[src/rtl/pipe_pkg.sv]
// Shared types and constants for the pipeline hazard/forwarding logic.
// One shadow-stage entry mirrors the control bits the pipeline carries per stage.
package pipe_pkg;

   localparam logic [1:0] FWD_RF  = 2'b00;
   localparam logic [1:0] FWD_WB  = 2'b01;
   localparam logic [1:0] FWD_MEM = 2'b10;

   localparam logic [4:0] REG_ZERO = 5'd0;

   typedef struct packed {
      logic       valid;
      logic [4:0] dst;
      logic       reg_write;
      logic       mem_read;
      logic [4:0] rs;
      logic [4:0] rt;
      logic       uses_rt;
      logic       alu_src;
   } stage_t;

   localparam stage_t STAGE_BUBBLE = '0;

   // True when the stage will write a real register that the reader needs.
   function automatic logic stage_hits(input stage_t s, input logic [4:0] src);
      return s.reg_write && (s.dst != REG_ZERO) && (s.dst == src);
   endfunction

endpackage

[src/rtl/fwd_select.sv]
// Operand forward select for one EX operand: MEM result beats WB data beats register file.
module fwd_select
   import pipe_pkg::*;
(
   input  logic [4:0] i_src,
   input  logic       i_uses,
   input  stage_t     i_mem,
   input  stage_t     i_wb,
   output logic [1:0] o_sel
);

   logic w_unused_fields;
   assign w_unused_fields = ^{i_mem, i_wb};

   always_comb begin
      o_sel = FWD_RF;
      if (i_uses && stage_hits(i_mem, i_src)) begin
         o_sel = FWD_MEM;
      end else if (i_uses && stage_hits(i_wb, i_src)) begin
         o_sel = FWD_WB;
      end
   end

endmodule

[src/rtl/hazard_fwd_unit.sv]
// Hazard detection and forwarding control for the 5-stage pipeline.
// Keeps shadow EX/MEM/WB entries so only ID decode plus stall/branch inputs are needed.
module hazard_fwd_unit
   import pipe_pkg::*;
#(
   parameter int CNT_W = 16
) (
   input  logic             clk,
   input  logic             rst_n,
   input  logic             id_valid,
   input  logic [4:0]       id_rs,
   input  logic [4:0]       id_rt,
   input  logic             id_uses_rt,
   input  logic [4:0]       id_dst,
   input  logic             id_reg_write,
   input  logic             id_mem_read,
   input  logic             id_alu_src,
   input  logic             branch_taken,
   input  logic             ext_stall,
   output logic [1:0]       Aforward,
   output logic [1:0]       Bforward,
   output logic             pc_write,
   output logic             ifid_write,
   output logic             idex_bubble,
   output logic             ifid_flush,
   output logic [CNT_W-1:0] stall_cnt
);

   stage_t           r_ex;
   stage_t           r_mem;
   stage_t           r_wb;
   stage_t           w_id;
   logic             w_load_use;
   logic             w_b_uses;
   logic [CNT_W-1:0] r_stall_cnt;

   always_comb begin
      w_id           = STAGE_BUBBLE;
      w_id.valid     = id_valid;
      w_id.dst       = id_dst;
      w_id.reg_write = id_valid & id_reg_write;
      w_id.mem_read  = id_valid & id_mem_read;
      w_id.rs        = id_rs;
      w_id.rt        = id_rt;
      w_id.uses_rt   = id_uses_rt;
      w_id.alu_src   = id_alu_src;
   end

   assign w_load_use = id_valid && r_ex.mem_read && (r_ex.dst != REG_ZERO) &&
                       ((r_ex.dst == id_rs) || (id_uses_rt && (r_ex.dst == id_rt)));

   // ext_stall outranks everything; a load-use stall suppresses the branch flush.
   always_comb begin
      pc_write    = 1'b1;
      ifid_write  = 1'b1;
      idex_bubble = 1'b0;
      ifid_flush  = 1'b0;
      if (ext_stall) begin
         pc_write   = 1'b0;
         ifid_write = 1'b0;
      end else if (w_load_use) begin
         pc_write    = 1'b0;
         ifid_write  = 1'b0;
         idex_bubble = 1'b1;
      end else begin
         ifid_flush = branch_taken;
      end
   end

   always_ff @(posedge clk) begin
      if (!rst_n) begin
         r_ex        <= STAGE_BUBBLE;
         r_mem       <= STAGE_BUBBLE;
         r_wb        <= STAGE_BUBBLE;
         r_stall_cnt <= '0;
      end else begin
         if (!pc_write && (r_stall_cnt != '1)) begin
            r_stall_cnt <= r_stall_cnt + 1'b1;
         end
         if (!ext_stall) begin
            r_wb  <= r_mem;
            r_mem <= r_ex;
            r_ex  <= w_load_use ? STAGE_BUBBLE : w_id;
         end
      end
   end

   // B sits behind the immediate mux, so an immediate operand is never overridden.
   assign w_b_uses = r_ex.uses_rt & ~r_ex.alu_src;

   fwd_select u_fwd_a (
      .i_src  (r_ex.rs),
      .i_uses (1'b1),
      .i_mem  (r_mem),
      .i_wb   (r_wb),
      .o_sel  (Aforward)
   );

   fwd_select u_fwd_b (
      .i_src  (r_ex.rt),
      .i_uses (w_b_uses),
      .i_mem  (r_mem),
      .i_wb   (r_wb),
      .o_sel  (Bforward)
   );

   assign stall_cnt = r_stall_cnt;

endmodule
[config.mk]
export PLATFORM = sky130hd
export DESIGN_NAME = hazard_fwd_unit
export DESIGN_NICKNAME = d
export VERILOG_FILES = /design/src/rtl/pipe_pkg.sv /design/src/rtl/fwd_select.sv /design/src/rtl/hazard_fwd_unit.sv
export SDC_FILE = /design/constraint.sdc
export NUM_CORES = 1
export LEC_CHECK = 0
export ABC_CLOCK_PERIOD_IN_PS = 2100
export BUFFER_PORTS_ARGS = -buffer_cell sky130_fd_sc_hd__buf_2
export CORE_MARGIN = 2
export CORE_UTILIZATION = 54
export CTS_CLUSTER_SIZE = 28
export DETAILED_ROUTE_END_ITERATION = 16
export PLACE_DENSITY = 0.91
export SYNTH_ARGS = -nofsm -noshare
export SYNTH_HDL_FRONTEND = slang
export SYNTH_SLANG_ARGS = --single-unit
export TNS_END_PERCENT = 10
[constraint.sdc]
create_clock -name clk -period 2.1 [get_ports clk]
set_clock_uncertainty 0.05 [all_clocks]
set_input_delay 0.105 -clock clk [delete_from_list [all_inputs] [get_ports clk]]
set_output_delay 0.105 -clock clk [all_outputs]
set_load 0.02 [all_outputs]
==> results.json, run 1 <==
{
  "die-area_sq_um": 4920,
  "worstSkewPairLatency_ps": 320,
  "outcome": "finished, violations left",
  "drt_first_iter_violations": 115,
  "fin_crit_sh_pct": 101,
  "met2_length_um": 3030,
  "setup_slack_ps": -26.1,
  "row_count": 24,
  "maxCapViolCount": 0,
  "seq_area_frac_synth_pct": 39.9,
  "initial_utilization_pct": 55.0,
  "tritoncts": "yes",
  "pre_cts_ws_ps": 138,
  "routed_via_density": 5.79,
  "hold_viol": 0,
  "drt_wl_total_um": 6080,
  "violations": "negative setup slack",
  "drv_slew": 0,
  "p_per_area_nw_per_um2": 602,
  "final.setup.tns_ps": -52.1,
  "htreeDepth": 2,
  "drt-wirelength-per-cell_um": 16.6,
  "fillers": 328,
  "dr_wl_met3_um": 342,
  "synth_flop_cell": "dfxtp_1",
  "grt_pass1_vias": 2098,
  "synth_nets": 267,
  "avgSynthCellArea_sq_um": 9.76,
  "clk_path_buf_depth": 2,
  "netlist_instances": 242,
  "pin_count": 48,
  "diodes": 0,
  "setup_violations": 2,
  "grt_overflow": 0,
  "finalNonFillerCells": 366,
  "synth_top_area_share_pct": 39.9,
  "nNetsFinal": 338,
  "rr_startpoint": "r_ex[15]",
  "p_leak_nw": 1.31,
  "drcViolationCount": 0,
  "grt_setup_unrepaired": "true",
  "synth.area.top_cells": "dfxtp_1 40%, mux2i_1 8.5%, xnor2_1 8.2%",
  "critPathMaxStageDelay_ps": 500,
  "synth_common_cells": "47 x dfxtp_1, 22 x xnor2_1, 21 x nand2_1",
  "post-dp-hpwl_um": 3850,
  "worst_path_max_delay_cell": "or4_1",
  "area_growth_pct": 26.8,
  "synth_cell_types": 44,
  "numCtsBuffers": 5,
  "fp.dieH_um": 70.1,
  "dieWidth_um": 70.1,
  "track_usage_pct": 25.3,
  "dr.pass1.iters": 4,
  "whs_ps": 4.62,
  "crit_chain": "xnor2_1 -> nand4_1 -> o22ai_2 -> a21oi_2 -> buf_6 -> buf_4 -> or4_1 -> a21boi_1",
  "ys_seq_elements": 47,
  "yosysMostFrequentCell": "dfxtp_1",
  "worst_slew_pin_slew_ps": 436,
  "synth_edf_count": 0,
  "total_power_mw": 1.80,
  "critPathKind": "flop to flop",
  "synth_area_sq_um": 2360,
  "gp_congestion": 0.819,
  "max_clock_freq_mhz": 470,
  "portBuffers": 47,
  "layout-drive-gt1-share_pct": 30.3,
  "cts.sinks": 47,
  "core_sq_um": 4290,
  "relSlewSlack_pct": 70.9,
  "holdCritStartpoint": "id_rt[0]",
  "root_buffer": "clkbuf_8",
  "finalCriticalPeriod_ps": 2130,
  "start_kind": "flop",
  "clk_pin_slew_ps": 100,
  "antenna_found_initial": 0,
  "required_ps": 2290,
  "synth-async-reset-ratio_pct": 0,
  "wl_met1_um": 2530,
  "vias": 2119,
  "cp-end-kind": "flop",
  "vdd_ir_drop_max_mv": 0.393,
  "grt_pass1_wl_um": 9940,
  "antenna_left": 0,
  "routed.top_layer": "met4",
  "hp-class": "primary input to flop",
  "worstSetupStartpoint": "r_ex[15]",
  "grt_max_degree": 22,
  "arrival_ps": 2320,
  "placed_cells": 338,
  "cp_max_fo": 6,
  "synth.largest_area_cell": "dfxtp_1",
  "ys_warn_count": 0
}
[final timing paths]
path              slack, ps       endpoint  depth (start not counted)
setup / recovery        -30  stall_cnt[14]                          8
hold / removal            5        r_ex[2]                          2
setup reg to reg        -30  stall_cnt[14]                          8
hold reg to reg         450   stall_cnt[4]                          2
[critical path, delay by kind of cell, from the launching register on]
kind / cells / cell delay (ps)
DFF: 1 / 380
xor gates and xnor gates: 1 / 210
AOI/OAI and AO/OA: 3 / 410
and+or+nand+nor: 2 / 700
buffers and inverters: 2 / 290
[cell usage in the layout (no fill, tap or decap), types with 3 or more instances in the layout]
master         count
nand3_1            9
clkbuf_8           5
nor2_1             5
dfxtp_1           41
buf_2             45
nor2b_1           12
xnor2_1           18
a22o_2             6
mux2i_1           20
nand2b_1          10
o21ai_0            6
buf_4             13
dlygate4sd3_1     13
dfxtp_2            4
xnor2_2            4
a21boi_1           3
buf_6              4
or3_1              5
a22o_1            11
nand4_1           11
nand2_1           21
xor2_1             9
or4_1              6
[what timing repair did]
action | in CTS | in global routing
setup endpoints to repair | 4 | 9
hold endpoints to repair | 14 | 0
cloned | 0 | 0
setup buffers | 3 | 3
pin swaps | 2 | 10
hold buffers | 14 | 0
gates resized for setup | 6 | 18
[kinds of logic (layout without fill, tap and decap cells)]
group                      after synthesis  count (layout)  synth area share, %
and+or+nand+nor                         91              91                 21.4
buffers and inverters                   12              84                 4.08
muxes                                   20              20                 8.48
xor gates and xnor gates                31              31                 11.5
DFF                                     47              47                 39.9
AOI/OAI and AO/OA                       40              40                 14.1
adders and majority gates                1               1                0.530
[power by group]
part / total, mW / internal [mW] / switching, mW / leakage [nW]
clock: 0.574 / 0.238 / 0.335 / 0.0408
combinational: 0.269 / 0.143 / 0.125 / 0.887
sequential: 0.960 / 0.921 / 0.0388 / 0.386
[metrics by stage]
stage / area (sq um) / util, %
floorplan: 2370 / -
global placement: 2640 / 61.5
detailed placement: 2640 / 61.5
CTS: 2910 / 67.7
global route: 2990 / 69.7
finish: 2990 / 69.7
[routing by layer]
metal  vias up  track usage [%]
met2        80             44.2
met1       997             29.8
met5         -                0
met4         0             9.62
met3        20             5.92
li1       1022                -
[registers in the layout, indices dropped and copies added, names as in the netlist]
| signal | flops |
|---|---|
| stall_cnt | 16 |
| r_mem | 6 |
| r_ex | 19 |
| r_wb | 6 |
[final cells by class]
class	count	area [sq um]	share of cell area (%)
Tap cell	52	65.1	2.17
Timing Repair Buffer	76	510	17.1
Multi-Input combinational cell	183	1370	45.8
Clock inverter	3	23.8	0.794
Sequential cell	47	953	31.9
Clock buffer	5	68.8	2.30
Power figures use the tool's default switching activity.
==> run 2, diff against run 1 <==
--- a/config.mk
+++ b/config.mk
@@ -5,10 +5,11 @@
 export SDC_FILE = /design/constraint.sdc
 export NUM_CORES = 1
 export LEC_CHECK = 0
+export ABC_AREA = 1
 export ABC_CLOCK_PERIOD_IN_PS = 2100
 export BUFFER_PORTS_ARGS = -buffer_cell sky130_fd_sc_hd__buf_2
 export CORE_MARGIN = 2
-export CORE_UTILIZATION = 54
+export CORE_UTILIZATION = 55
 export CTS_CLUSTER_SIZE = 28
 export DETAILED_ROUTE_END_ITERATION = 16
 export PLACE_DENSITY = 0.91
==> run 2 against run 1 <==
  * The run now ends clean
  * Count of clock-buffer cells in the layout is 1 higher
  * Routed wire length fell by 8.9%
  * Area after synthesis is 4.8% higher
  * Critical path depth fell by 3
  * Synthesized cell count is 53% higher
  * Critical path type is now flop to output pin
  * Flip-flop and latch count is the same
  * Combinational power fell by 8.6%
  * Largest power group unchanged
  * Setup slack improved by 210 ps
==> results.json, run 2 <==
{
  "cts.sinks": 47,
  "yosys.area_share.simple_pct": 34.3,
  "grt_pass1_wl_um": 9340,
  "synth_common_cells": "80 x nand2_1, 54 x nor2_1, 47 x dfxtp_1",
  "core_sq_um": 4350,
  "initial_utilization_pct": 56.8,
  "root_buffer": "clkbuf_8",
  "post-dp-hpwl_um": 4010,
  "synth_xor_xnor_area_share_pct": 6.37,
  "vdd_ir_drop_max_mv": 0.339,
  "holdCritStartpoint": "id_dst[3]",
  "htreeDepth": 2,
  "synth.area.top_cells": "dfxtp_1 38%, nand2_1 12%, a21oi_1 8.9%",
  "p_leak_nw": 1.35,
  "cp-end-kind": "output pin",
  "clk_pin_slew_ps": 80,
  "portBuffers": 47,
  "seq_area_frac_synth_pct": 38.0,
  "drt_wl_total_um": 5540,
  "p_per_area_nw_per_um2": 655,
  "drv_slew": 0,
  "post_cts_buffers": 0,
  "synth_top_family_by_area": "simple AND/OR/NAND/NOR gates",
  "clk_path_buf_depth": 2,
  "worst_slew_pin_slew_ps": 425,
  "synth-async-reset-ratio_pct": 0,
  "synth_cell_types": 27,
  "fp.dieH_um": 71.1,
  "synth.largest_area_cell": "dfxtp_1",
  "synth_top_area_share_pct": 38.0,
  "drcViolationCount": 0,
  "fillers": 385,
  "start_kind": "flop",
  "drt_first_iter_violations": 149,
  "synthMuxAreaShare_pct": 0,
  "ys_seq_elements": 47,
  "row_count": 24,
  "critPathMaxStageDelay_ps": 370,
  "cp_max_fo": 5,
  "required_ps": 1950,
  "yosysMostFrequentCell": "nand2_1",
  "track_usage_pct": 22.7,
  "vias": 2512,
  "layout-drive-gt1-share_pct": 15.9,
  "synth_flop_cell": "dfxtp_1",
  "finalCriticalPeriod_ps": 1910,
  "gp_congestion": 0.931,
  "routed_via_density": 5.39,
  "worstSkewPairLatency_ps": 300,
  "rr_startpoint": "stall_cnt[0]",
  "tritoncts": "yes",
  "grt_max_degree": 35,
  "maxCapViolCount": 0,
  "avgSynthCellArea_sq_um": 6.67,
  "die-area_sq_um": 5050,
  "rrSetupSlack_ps": 350,
  "synth_area_sq_um": 2470,
  "max_clock_freq_mhz": 523,
  "worst_path_max_delay_cell": "dfxtp_1",
  "reg2reg_depth": 8,
  "synth-compound-area-share_pct": 11.9,
  "synth_nets": 396,
  "outcome": "complete, no violations",
  "whs_ps": 6.73,
  "final_cell_mix": "80 x nand2_1, 54 x nor2_1, 47 x buf_2, 47 x dfxtp_1, 44 x a21oi_1",
  "grt_setup_unrepaired": "false",
  "nNetsFinal": 439,
  "timing.rr.end": "stall_cnt[7]",
  "top_register": "r_ex",
  "crit_chain": "or2_2 -> o41ai_1 -> nor2_1 -> nor3_1 -> buf_2",
  "grt_overflow": 0,
  "design_area_sq_um": 2840,
  "diodes": 0,
  "largest_reg_flops": 19,
  "arrival_ps": 1760,
  "critPathKind": "flop to output pin",
  "synth_edf_count": 0,
  "yosys.area_share.adder_pct": 0.506,
  "layout_commonest_cell": "nand2_1",
  "ys_warn_count": 0,
  "hold_viol": 0,
  "final.setup.tns_ps": 0,
  "fin_crit_sh_pct": 91.0,
  "setup_violations": 0,
  "hp-class": "primary input to flop",
  "numCtsBuffers": 5,
  "antenna_left": 0,
  "grt_pass1_vias": 2282,
  "dr.pass1.iters": 4,
  "dpl_cell_area_sq_um": 2720,
  "holdPathStages": 3,
  "antenna_found_initial": 0,
  "pin_count": 48,
  "netlist_instances": 371,
  "hold_end": "r_ex[17]",
  "relSlewSlack_pct": 71.3,
  "area_growth_pct": 14.7,
  "drt-wirelength-per-cell_um": 11.9,
  "dieWidth_um": 71.1
}
-- run 2: layout make-up --
cell class / count / area (sq um) / share of cell area [%]
sequential: 47 / 941 / 33.2
timing repair buffer: 52 / 277 / 9.74
tap: 52 / 65.1 / 2.29
multi-input combinational: 273 / 1320 / 46.6
inverter: 35 / 131 / 4.63
clock inverter: 1 / 30.0 / 1.06
clock buffer: 6 / 72.6 / 2.56
-- run 2: logic make-up after synthesis --
logic type                 Yosys count
and+or+nand+nor                    196
AOI/OAI and AO/OA                   58
buffers and inverters               51
DFF                                 47
xor gates and xnor gates            18
adders and majority gates            1
-- run 2: how the worst max path moves through the flow --
stage / startpoint / depth (start not counted) / slack [ps] / endpoint
6_report: r_mem[14] / 5 / 190 / Aforward[0]
5_1_grt: r_ex[18] / 10 / 40 / idex_bubble
4_1_cts: r_ex[18] / 10 / 170 / ifid_write
3_5_place_dp: stall_cnt[0] / 8 / 380 / stall_cnt[7]
3_3_place_gp: stall_cnt[0] / 8 / 490 / stall_cnt[5]
2_1_floorplan: r_mem[18] / 4 / 340 / Aforward[0]
-- run 2: metal layers --
layer,share of wire [%],GRT usage (%),vias up
met2,51,42.9,75
met5,0,0,-
met1,42,24.3,1134
met4,1.7,8.39,0
met3,5.5,5.41,11
li1,-,-,1292
-- run 2: repair_timing --
action | 4_1_cts | 5_1_grt
resized for setup | 0 | 2
hold buffers | 0 | 0
endpoints found under the setup margin | 0 | 2
-- run 2: stage by stage --
| step | instances | total power, mW | utilization (%) | setup WS (ps) |
|---|---|---|---|---|
| after detailed placement | 459 | 1.23 | 62.5 | 380 |
| final | 466 | 1.86 | 65.2 | 188 |
| after CTS | 466 | 1.86 | 64.9 | 172 |
| after floorplan | 371 | 1.16 | - | 341 |
| after global routing | 466 | 1.94 | 65.2 | 37.8 |
| after global placement | 459 | 1.22 | 62.5 | 494 |
-- run 2: worst max-delay path: cells and delay by family, from the launching register on --
| family | cells | cell delay (ps) |
|---|---|---|
| buffers and inverters | 1 | 190 |
| DFF | 1 | 370 |
| and+or+nand+nor | 3 | 530 |
| AOI/OAI and AO/OA | 1 | 370 |
-- run 2: power by group --
| group | total (mW) | switching [mW] | internal [mW] |
|---|---|---|---|
| clock network | 0.642 | 0.293 | 0.349 |
| logic | 0.246 | 0.144 | 0.102 |
| registers | 0.970 | 0.0421 | 0.928 |
==> run 3, diff against run 2 <==
--- a/config.mk
+++ b/config.mk
@@ -10,8 +10,10 @@
 export BUFFER_PORTS_ARGS = -buffer_cell sky130_fd_sc_hd__buf_2
 export CORE_MARGIN = 2
 export CORE_UTILIZATION = 55
+export CTS_CLUSTER_DIAMETER = 120
 export CTS_CLUSTER_SIZE = 28
 export DETAILED_ROUTE_END_ITERATION = 16
+export MAX_ROUTING_LAYER = met4
 export PLACE_DENSITY = 0.91
 export SYNTH_ARGS = -nofsm -noshare
 export SYNTH_HDL_FRONTEND = slang
==> run 3 against run 2 <==
  * Routed wire length up 1.5%
  * Flip-flop and latch count unchanged
  * Clock power down 11%
  * Critical endpoint unchanged
==> results.json, run 3 (synthesized netlist as in run 2, its figures left out) <==
{
  "outcome": "complete, no violations",
  "layout_commonest_cell": "nand2_1",
  "holdCritStartpoint": "id_dst[1]",
  "grt_pass1_wl_um": 9660,
  "worstSkewPairLatency_ps": 300,
  "gp_congestion": 0.949,
  "required_ps": 1950,
  "drt-wirelength-per-cell_um": 12.0,
  "dieWidth_um": 71.1,
  "initial_utilization_pct": 56.8,
  "drt_wl_total_um": 5620,
  "final.setup.tns_ps": 0,
  "maxCapViolCount": 0,
  "area_growth_pct": 14.4,
  "top_register": "r_ex",
  "clk_path_buf_depth": 2,
  "portBuffers": 47,
  "dr.pass1.iters": 4,
  "core_sq_um": 4350,
  "root_buffer": "clkbuf_8",
  "worst_slew_pin_slew_ps": 463,
  "routed_via_density": 5.46,
  "max_clock_freq_mhz": 513,
  "cts.sinks": 47,
  "antenna_found_initial": 0,
  "post-dp-hpwl_um": 4030,
  "cp-end-kind": "output pin",
  "largest_reg_flops": 19,
  "grt_overflow": 0,
  "relSlewSlack_pct": 68.7,
  "diodes": 0,
  "track_usage_pct": 24.3,
  "pin_count": 48,
  "rr_startpoint": "stall_cnt[0]",
  "nNetsFinal": 439,
  "vdd_ir_drop_max_mv": 0.537,
  "setup_violations": 0,
  "clk_pin_slew_ps": 90,
  "htreeDepth": 2,
  "antenna_left": 0,
  "layout-drive-gt1-share_pct": 16.1,
  "post_cts_buffers": 0,
  "arrival_ps": 1790,
  "fp.dieH_um": 71.1,
  "critPathKind": "flop to output pin",
  "grt_pass1_vias": 2302,
  "worstSetupStartpoint": "r_mem[18]",
  "p_leak_nw": 1.35,
  "p_per_area_nw_per_um2": 632,
  "vias": 2552,
  "start_kind": "flop",
  "numCtsBuffers": 5,
  "cts.hold.buffers_added": 0,
  "grt_setup_unrepaired": "false",
  "hp-class": "primary input to flop",
  "fin_crit_sh_pct": 92.8,
  "design_area_sq_um": 2830,
  "dpl_cell_area_sq_um": 2720,
  "drt_first_iter_violations": 151,
  "row_count": 24,
  "hold_viol": 0,
  "drcViolationCount": 0,
  "cts_resized": 0,
  "finalCriticalPeriod_ps": 1950,
  "cp_max_fo": 5,
  "final_cell_mix": "80 x nand2_1, 54 x nor2_1, 47 x buf_2, 47 x dfxtp_1, 44 x a21oi_1",
  "grt_max_degree": 35,
  "tritoncts": "yes",
  "die-area_sq_um": 5050,
  "drv_slew": 0
}
## run 3: layout make-up
class / instances / area, sq um
Inverter: 35 / 131
Clock buffer: 7 / 86.3
Timing Repair Buffer: 52 / 277
Fill cell: 389 / 1520
Multi-Input combinational cell: 273 / 1320
Clock inverter: 1 / 8.76
Tap cell: 52 / 65.1
Sequential cell: 47 / 941
## run 3: worst max-delay path: stages, from the launching register on
cell and delay (ps):
dfxtp_1 360, or2_2 300, o41ai_1 400, nor2_1 100
nor3_1 140, buf_2 190
## run 3: path summary, 6_finish.rpt
kind	depth (start not counted)	to	slack, ps
worst max-delay path	5	Aforward[0]	150
worst min-delay path	3	r_ex[15]	9
worst max register to register	8	stall_cnt[7]	370
worst min register to register	2	r_ex[0]	420
## run 3: through the flow
stage	instances	hold slack, ps	worst slack [ps]	utilization [%]	power (mW)
detailed placement	459	330	415	62.5	1.23
floorplan	371	216	341	-	1.16
CTS	467	0.0333	152	64.7	1.80
finish	467	9.36	152	65.0	1.79
global route	467	9.87	2.71	65.0	1.88
global placement	459	322	493	62.5	1.23
## run 3: power breakdown
part | internal [mW] | switching, mW
combinational | 0.102 | 0.145
sequential | 0.928 | 0.0422
clock | 0.270 | 0.301
total | 1.30 | 0.489
## run 3: routing by layer
metal / up-vias / routed length (um) / track usage (%) / part of all wire, %
li1: 1288 / - / - / -
met5: - / 0 / - / 0
met3: 15 / 286 / 4.70 / 5.1
met1: 1162 / 2380 / 26.9 / 42
met2: 87 / 2820 / 43.1 / 50
met4: 0 / 126 / 9.22 / 2.2
